### src/rtl/craps_pkg.sv
// Shared types and constants for the craps round controller.
//   state_t  : round state, encoded to match the op output
//   SUM_*    : dice-sum constants for come-out decisions
//   is_point : 1 for sums that establish a point (4,5,6,8,9,10)
//   is_legal : 1 for sums within 2..12
package craps_pkg;

    typedef enum logic [1:0] {
        INIT   = 2'b00,
        REROLL = 2'b01,
        WIN    = 2'b10,
        LOSE   = 2'b11
    } state_t;

    localparam int unsigned SUM_NATURAL_7 = 7;
    localparam int unsigned SUM_11        = 11;
    localparam int unsigned SUM_CRAPS_2   = 2;
    localparam int unsigned SUM_CRAPS_3   = 3;
    localparam int unsigned SUM_CRAPS_12  = 12;
    localparam int unsigned SUM_MIN       = 2;
    localparam int unsigned SUM_MAX       = 12;

    function automatic logic is_point(input int unsigned s);
        return (s == 4) || (s == 5) || (s == 6) ||
               (s == 8) || (s == 9) || (s == 10);
    endfunction

    function automatic logic is_legal(input int unsigned s);
        return (s >= SUM_MIN) && (s <= SUM_MAX);
    endfunction

endpackage

### src/rtl/craps_sat_counter.sv
// Saturating up-counter with synchronous clear.
//   clk   : rising-edge clock
//   reset : synchronous reset, active-low (clears count)
//   clr   : synchronous clear, takes priority over inc
//   inc   : increment enable; count sticks at all-ones
//   count : current value
module craps_sat_counter #(
    parameter int W = 8
) (
    input  logic         clk,
    input  logic         reset,
    input  logic         clr,
    input  logic         inc,
    output logic [W-1:0] count
);

    always_ff @(posedge clk) begin
        if (!reset) begin
            count <= '0;
        end else if (clr) begin
            count <= '0;
        end else if (inc && (count != '1)) begin
            count <= count + W'(1);
        end
    end

endmodule

### src/rtl/craps_round_fsm.sv
// Clocked craps round controller. Each roll strobe is evaluated against
// come-out or point-phase rules; the point is captured internally.
//   clk, reset  : rising-edge clock, synchronous active-low reset
//   roll, sum   : 1-cycle roll strobe and dice sum (legal 2..12)
//   op          : round state (00 INIT, 01 REROLL, 10 WIN, 11 LOSE)
//   point       : captured point, 0 when none held
//   point_valid : 1 while in REROLL
//   done        : 1-cycle pulse on every WIN/LOSE entry
//   err         : 1-cycle pulse on an illegal sum
//   wins/losses : saturating round-outcome tallies
//   reroll_cnt  : point-phase rolls this round (saturating)
module craps_round_fsm
    import craps_pkg::*;
#(
    parameter int          SUM_W       = 4,
    parameter int          CNT_W       = 8,
    parameter int          RC_W        = 8,
    parameter int unsigned MAX_REROLLS = 0
) (
    input  logic             clk,
    input  logic             reset,
    input  logic             roll,
    input  logic [SUM_W-1:0] sum,
    output logic [1:0]       op,
    output logic [SUM_W-1:0] point,
    output logic             point_valid,
    output logic             done,
    output logic             err,
    output logic [CNT_W-1:0] wins,
    output logic [CNT_W-1:0] losses,
    output logic [RC_W-1:0]  reroll_cnt
);

    state_t           state, state_n;
    logic [SUM_W-1:0] point_n;
    logic             done_n, err_n;
    logic             win_inc, loss_inc, rc_clr, rc_inc;
    int unsigned      sum_u;
    logic [RC_W-1:0]  rc_next;

    assign sum_u = 32'(sum);

    // Count value after this roll's increment, used for the reroll limit.
    assign rc_next = (reroll_cnt == '1) ? reroll_cnt : reroll_cnt + RC_W'(1);

    always_comb begin
        state_n  = state;
        point_n  = point;
        done_n   = 1'b0;
        err_n    = 1'b0;
        win_inc  = 1'b0;
        loss_inc = 1'b0;
        rc_clr   = 1'b0;
        rc_inc   = 1'b0;

        if (roll) begin
            if (!is_legal(sum_u)) begin
                err_n = 1'b1;
            end else if (state != REROLL) begin
                // INIT, WIN and LOSE all treat the roll as a fresh come-out.
                if (sum_u == SUM_NATURAL_7 || sum_u == SUM_11) begin
                    state_n = WIN;
                end else if (sum_u == SUM_CRAPS_2 || sum_u == SUM_CRAPS_3 ||
                             sum_u == SUM_CRAPS_12) begin
                    state_n = LOSE;
                end else if (is_point(sum_u)) begin
                    state_n = REROLL;
                    point_n = sum;
                    rc_clr  = 1'b1;
                end
            end else begin
                rc_inc = 1'b1;
                if (sum == point) begin
                    state_n = WIN;
                end else if (sum_u == SUM_NATURAL_7) begin
                    state_n = LOSE;
                end else if (MAX_REROLLS != 0 && 32'(rc_next) == MAX_REROLLS) begin
                    state_n = LOSE;
                end
            end

            // Any legal roll landing in WIN/LOSE is a new round outcome,
            // including WIN->WIN across consecutive come-outs.
            if (is_legal(sum_u) && (state_n == WIN || state_n == LOSE)) begin
                done_n   = 1'b1;
                win_inc  = (state_n == WIN);
                loss_inc = (state_n == LOSE);
                point_n  = '0;
            end
        end
    end

    always_ff @(posedge clk) begin
        if (!reset) begin
            state       <= INIT;
            point       <= '0;
            point_valid <= 1'b0;
            done        <= 1'b0;
            err         <= 1'b0;
        end else begin
            state       <= state_n;
            point       <= point_n;
            point_valid <= (state_n == REROLL);
            done        <= done_n;
            err         <= err_n;
        end
    end

    assign op = state;

    craps_sat_counter #(.W(CNT_W)) u_wins (
        .clk(clk), .reset(reset), .clr(1'b0), .inc(win_inc), .count(wins)
    );

    craps_sat_counter #(.W(CNT_W)) u_losses (
        .clk(clk), .reset(reset), .clr(1'b0), .inc(loss_inc), .count(losses)
    );

    craps_sat_counter #(.W(RC_W)) u_reroll_cnt (
        .clk(clk), .reset(reset), .clr(rc_clr), .inc(rc_inc), .count(reroll_cnt)
    );

endmodule

### config.mk
export PLATFORM = sky130hd
export DESIGN_NAME = craps_round_fsm
export DESIGN_NICKNAME = d
export VERILOG_FILES = /design/src/rtl/craps_pkg.sv /design/src/rtl/craps_sat_counter.sv /design/src/rtl/craps_round_fsm.sv
export SDC_FILE = /design/constraint.sdc
export NUM_CORES = 1
export LEC_CHECK = 0
export ABC_AREA = 0
export CAP_MARGIN = 15
export CORE_AREA = 3 3 62 64
export CTS_CLUSTER_DIAMETER = 50
export CTS_CLUSTER_SIZE = 16
export DETAILED_ROUTE_END_ITERATION = 10
export DIE_AREA = 0 0 65 67
export PLACE_DENSITY = 0.81
export RECOVER_POWER = 50
export SLEW_MARGIN = 20
export SYNTH_ARGS = -nofsm -noshare
export SYNTH_HDL_FRONTEND = slang
export SYNTH_SLANG_ARGS = --single-unit
### constraint.sdc
create_clock -name clk -period 4.7 [get_ports clk]
set_input_delay 1.41 -clock clk [delete_from_list [all_inputs] [get_ports clk]]
set_output_delay 1.41 -clock clk [all_outputs]
set_load 0.01 [all_outputs]
==> run metrics, run 1 <==
flops & latches, synth 33; Post-synth ARST share 0; pwr/cell area 288 nW/um^2; synth warn 0; synthesized area approximately 1700 sq um; post-synth cell types 44; RSZ-0062 raised after global routing false; number of enable flip-flop cells after synthesis 0; Util after Layout 0.672; total grt overflow 0; synth top area cells dfxtp_1 (38%), nand2_1 (4.1%), nor2_1 (4.1%), nand4_1 (4.0%), xor2_1 (3.5%); GR Util All Layers 0.183; HP Start u_losses.count[1]; Max IR drop VDD 0.000169 V; Num CTS Buffers 5; fin. max-slew vios 0; number of max-cap violations 0; achievable clock frequency around 270 MHz; sequential share of the synthesized area 0.380; Final setup viols 0; Max-slew headroom 0.576; Syn Inst Count 194; syn avg cell area 8.96 sq um; Leak Pwr approximately 0.94 nW; worst setup path category input port to flip-flop; die span in x 65 um; area of the core between 3000 and 4000 sq um; Final HPWL DP ~2.6 mm; crit path DAT around 4000 ps; Synth area leader dfxtp_1; Buffers on Ports 39; drt first pass iters 4; Yosys top cell area share 0.380; CP startpoint sum[2]; Layout Cells excl Fill roughly 280; Die H 67 um; measured slew at the worst slew-check pin roughly 630 ps; # clock sinks 33; H-tree lvl count 2; largest net degree at the start of global routing 23; Die ar. between 4000 and 5000 sq um; clk_skew about 7.6 ps; vias after detailed routing roughly 1600; Fin. Hold Viols 0; Critical Path End Type flip-flop; Worst Setup Start Kind input port; number of global-route vias before repair 1466; pre-CTS setup slack 716 ps; Clk Latency, worst-skew pair roughly 330 ps; Req. time, crit path just under 5000 ps; worst hold path class flip-flop to flip-flop; clock root buffer clkbuf_4; share of cells above drive strength 1 0.0815; Final #Nets roughly 240; status finished, final reports clean; FF-to-FF Start op[0]; post-DR wirelength/cell between 10 and 15 um; Setup TNS 0 ps; syn nets 204; post-layout min period 3700 ps; WL final 3.59 mm; Starting Density 0.521; worst-case clock buffer depth 2; IO Pins 40; hold buffers post-CTS 0; DR iter-0 viols 93; placed insts ~270; cts repair resizes 0; Post-DRT Antenna Nets 0; Vias per Instance about 5.6; gpl congestion between 0.8 and 0.9; number of diodes 0; post-CTS setup buffers 0; clock-pin slew on the worst setup and hold paths between 100 and 150 ps; first-pass GRT wire length between 6 and 7 mm; CP max FO 16; Area growth, synth to finish 29.0%; crit share post-route 0.788; # rows 21; Final WS setup ~1000 ps; most used flip-flop cell after synthesis dfxtp_1; DRC Markers 0; CTS tree done; initial antenna violation count 0
## critical path: stages
cell and delay [ps]:
dlygate4sd3_1 780, or2_4 230, o221ai_2 210, a21o_1 270, a41o_1 380, or4_1 550
a21oi_1 140
## per-stage QoR
step                instance area [sq um]  hold WS [ps]  total power (W)
floorplan                            1740           508         0.000365
global placement                     2140           487         0.000393
global route                         2240           530         0.000673
finish                               2240           504         0.000646
detailed placement                   2140           488         0.000395
CTS                                  2240           505         0.000656
## metal layers
layer  vias up  global-route usage  routed length, um
li1        795                   -                  -
met1       724               0.233               1690
met2        36               0.299               1730
met3         4              0.0422                136
met4         0              0.0686                 26
met5         -                   0                  0
## cells in the mapped netlist (5+ instances only)
master,n
nand2_1,19
nand3_1,6
or4_1,5
xor2_1,7
mux2i_1,6
nand2b_1,8
nand4_1,11
and3_1,8
o21ai_0,5
a21oi_1,9
dfxtp_1,33
nor2_1,19
inv_1,5
o31ai_1,5
## worst paths after layout
path,endpoint,slack (ps),cells past startpoint
worst min-delay path,u_losses.count[1],500,2
worst min register to register,u_losses.count[1],500,2
worst max-delay path,u_losses.count[3],1000,7
worst max register to register,point_valid,2410,6
## sequential cells by signal, indices dropped and copies added (netlist names)
name,cells
op,2
done,1
u_wins.count,8
err,1
point,4
u_losses.count,8
point_valid,1
u_reroll_cnt.count,8
## logic make-up after synthesis
kind of cell    after synthesis  synth area share
simple gates                 87             0.265
mux                           6            0.0345
flops                        33             0.380
xor+xnor                     13            0.0741
fa+ha+maj                     3            0.0216
buf+inv                      14            0.0417
compound gates               38             0.183
## area by class of cell
cell class / instances / area (sq um)
Fill cell: 279 / 1090
Multi-Input combinational cell: 147 / 1010
Sequential cell: 33 / 661
Timing Repair Buffer: 40 / 398
Clock inverter: 3 / 65.1
Tap cell: 46 / 57.6
Clock buffer: 5 / 37.5
Inverter: 5 / 18.8
## placed cells by master (no fill, tap or decap), drive strengths merged, types with 2 or more instances in the layout
| master | netlist | routed |
|---|---|---|
| a21oi | 10 | 10 |
| a22oi | 4 | 4 |
| and3 | 8 | 8 |
| and4 | 2 | 2 |
| bufinv | 0 | 2 |
| clkbuf | 4 | 5 |
| clkdlybuf4s50 | 0 | 6 |
| dfxtp | 33 | 33 |
| dlygate4sd3 | 0 | 33 |
| ha | 3 | 3 |
| inv | 5 | 5 |
| mux2i | 6 | 6 |
| nand2 | 19 | 19 |
| nand2b | 8 | 8 |
| nand3 | 6 | 6 |
| nand4 | 11 | 11 |
| nand4b | 2 | 2 |
| nor2 | 20 | 20 |
| nor3 | 3 | 3 |
| o21ai | 5 | 5 |
| o22ai | 2 | 2 |
| o311ai | 2 | 2 |
| o31ai | 5 | 5 |
| or4 | 5 | 5 |
| xnor2 | 6 | 6 |
| xor2 | 7 | 7 |
## power by group
group	leakage (nW)	switching [W]	internal, W
Combinational	0.615	0.0000513	0.0000383
Clock	0.0552	0.0000970	0.000165
Sequential	0.267	0.00000785	0.000287
Note: power is estimated with default switching activity, not from simulation.
==> run 2, diff against run 1 <==
--- a/config.mk
+++ b/config.mk
@@ -7,12 +7,12 @@
 export LEC_CHECK = 0
 export ABC_AREA = 0
 export CAP_MARGIN = 15
-export CORE_AREA = 3 3 62 64
+export CORE_AREA = 3 3 64 66
 export CTS_CLUSTER_DIAMETER = 50
 export CTS_CLUSTER_SIZE = 16
 export DETAILED_ROUTE_END_ITERATION = 10
-export DIE_AREA = 0 0 65 67
-export PLACE_DENSITY = 0.81
+export DIE_AREA = 0 0 67 69
+export PLACE_DENSITY = 0.76
 export RECOVER_POWER = 50
 export SLEW_MARGIN = 20
 export SYNTH_ARGS = -nofsm -noshare
==> constraint.sdc (replaced) <==
create_clock -name clk -period 3.6 [get_ports clk]
set_input_delay 1.08 -clock clk [delete_from_list [all_inputs] [get_ports clk]]
set_output_delay 1.08 -clock clk [all_outputs]
set_load 0.01 [all_outputs]
==> run metrics, run 2 (synthesized netlist as in run 1, its figures left out) <==
Leak Pwr 0.972 nW (was 0.937 nW); # clock sinks 33 (unchanged); Max IR drop VDD 0.000314 V (was 0.000169 V); vias after detailed routing 1596 (was 1559); Die ar. 4620 sq um (was 4360 sq um); Buffers on Ports 39 (unchanged); Die H 69 um (was 67 um); total grt overflow 0 (unchanged); fin. max-slew vios 0 (unchanged); GR Util All Layers 0.179 (was 0.183); worst setup path category input port to flip-flop (unchanged); Final setup viols 0 (unchanged); Post-DRT Antenna Nets 0 (unchanged); clock-pin slew on the worst setup and hold paths 70 ps (was 110 ps); Final HPWL DP 2.83 mm (was 2.60 mm); number of diodes 0 (unchanged); number of max-cap violations 0 (unchanged); CTS tree done (unchanged); crit share post-route 0.914; first-pass GRT wire length 6.61 mm (was 6.30 mm); cts repair resizes 0 (unchanged); # rows 22 (was 21); area of the core 3630 sq um (was 3340 sq um); DR iter-0 viols 54 (was 93); clk_skew 6.45 ps (was 7.63 ps); largest net degree at the start of global routing 22 (was 23); Worst Setup Start Kind input port (unchanged); Critical Path End Type flip-flop (unchanged); Area growth, synth to finish 32.1% (was 29.0%); initial antenna violation count 0 (unchanged); biggest regs u_losses.count (8), u_reroll_cnt.count (8), u_wins.count (8) (unchanged); CP max FO 13 (was 16); most frequent cells in the layout dfxtp_1 (33), dlygate4sd3_1 (33), nand2_1 (19), nor2_1 (19), nand4_1 (11) (unchanged); Clk Latency, worst-skew pair 280 ps (was 330 ps); final instance area 2300 sq um (was 2240 sq um); gpl congestion 0.839 (was 0.810); drt first pass iters 4 (unchanged); Setup TNS 0 ps (unchanged); Req. time, crit path 3820 ps (was 4970 ps); WL final 3.90 mm (was 3.59 mm); crit path DAT 3510 ps (was 3970 ps); achievable clock frequency 304 MHz; Max-slew headroom 0.561 (was 0.576); post-layout min period roughly 3300 ps; share of cells above drive strength 1 0.108 (was 0.0815); Area after DPL 2200 sq um (was 2140 sq um); Fin. Hold Viols 0 (unchanged); post-DR wirelength/cell 13.5 um (was 12.9 um); Fill cells 327 (was 279); RSZ-0062 raised after global routing false (unchanged); clock root buffer clkbuf_8 (was clkbuf_4); worst hold path class flip-flop to flip-flop (unchanged); die span in x 67 um (was 65 um); Starting Density 0.479 (was 0.521); FF-to-FF Start op[1] (was op[0]); pwr/cell area 360 nW/um^2 (was 288 nW/um^2); status finished, final reports clean (unchanged); measured slew at the worst slew-check pin 656 ps (was 632 ps); number of global-route vias before repair 1509 (was 1466); post-CTS setup buffers 0 (unchanged); HP Start u_wins.count[7] (was u_losses.count[1]); worst-case clock buffer depth 2 (unchanged); DRC Markers 0 (unchanged); H-tree lvl count 2 (unchanged); IO Pins 40 (unchanged); Num CTS Buffers 5 (unchanged); Vias per Instance 5.54 (was 5.59); Final #Nets 249 (was 242); hold buffers post-CTS 0 (unchanged); CP startpoint sum[2] (unchanged)
run 2: changes by cell type in the layout (fill, tap and decap cells not counted):
cell       previous run  this run
buf_4                 1         8
clkbuf_8              0         7
clkbuf_4              5         0
bufinv_16             2         0
run 2: critical path: stages:
cell and delay (ps):
dlygate4sd3_1 820, or2_4 240, o221ai_2 110, a21o_1 210, a41o_1 350, or4_1 540, a21oi_1 140
run 2: area by class of cell:
cell class	count	area [sq um]	area share
Clock inverter	1	5.00	0.00218
Sequential cell	33	661	0.288
Clock buffer	7	96.3	0.0419
Inverter	5	18.8	0.00817
Multi-Input combinational cell	147	1010	0.438
Tap cell	48	60.1	0.0261
Timing Repair Buffer	47	450	0.196
run 2: layer usage:
layer	vias to the layer above	routed length, um	global-route usage
li1	800	-	-
met1	755	1790	0.229
met2	36	1870	0.279
met3	5	199	0.0570
met4	0	34	0.0608
met5	-	0	0
run 2: stage by stage:
step / util / total power [W] / worst slack [ps] / std cells / hold slack [ps]
2_1_floorplan: - / 0.000476 / 829 / 194 / 508
3_3_place_gp: 0.604 / 0.000524 / 163 / 280 / 486
3_5_place_dp: 0.604 / 0.000527 / 76.1 / 280 / 495
4_1_cts: 0.632 / 0.000836 / 397 / 288 / 504
5_1_grt: 0.632 / 0.000859 / 192 / 288 / 521
6_report: 0.632 / 0.000827 / 310 / 288 / 501
run 2: path summary, 6_finish.rpt:
kind | to | slack (ps) | depth (start not counted)
worst max-delay path | u_losses.count[3] | 310 | 7
worst min-delay path | u_wins.count[7] | 500 | 2
worst max register to register | u_losses.count[3] | 1410 | 6
worst min register to register | u_wins.count[7] | 500 | 2
run 2: where the power goes:
part           switching (W)  total, W  internal (W)
combinational      0.0000716  0.000129     0.0000578
sequential         0.0000102  0.000385      0.000375
clock               0.000139  0.000312      0.000173
total               0.000221  0.000827      0.000606
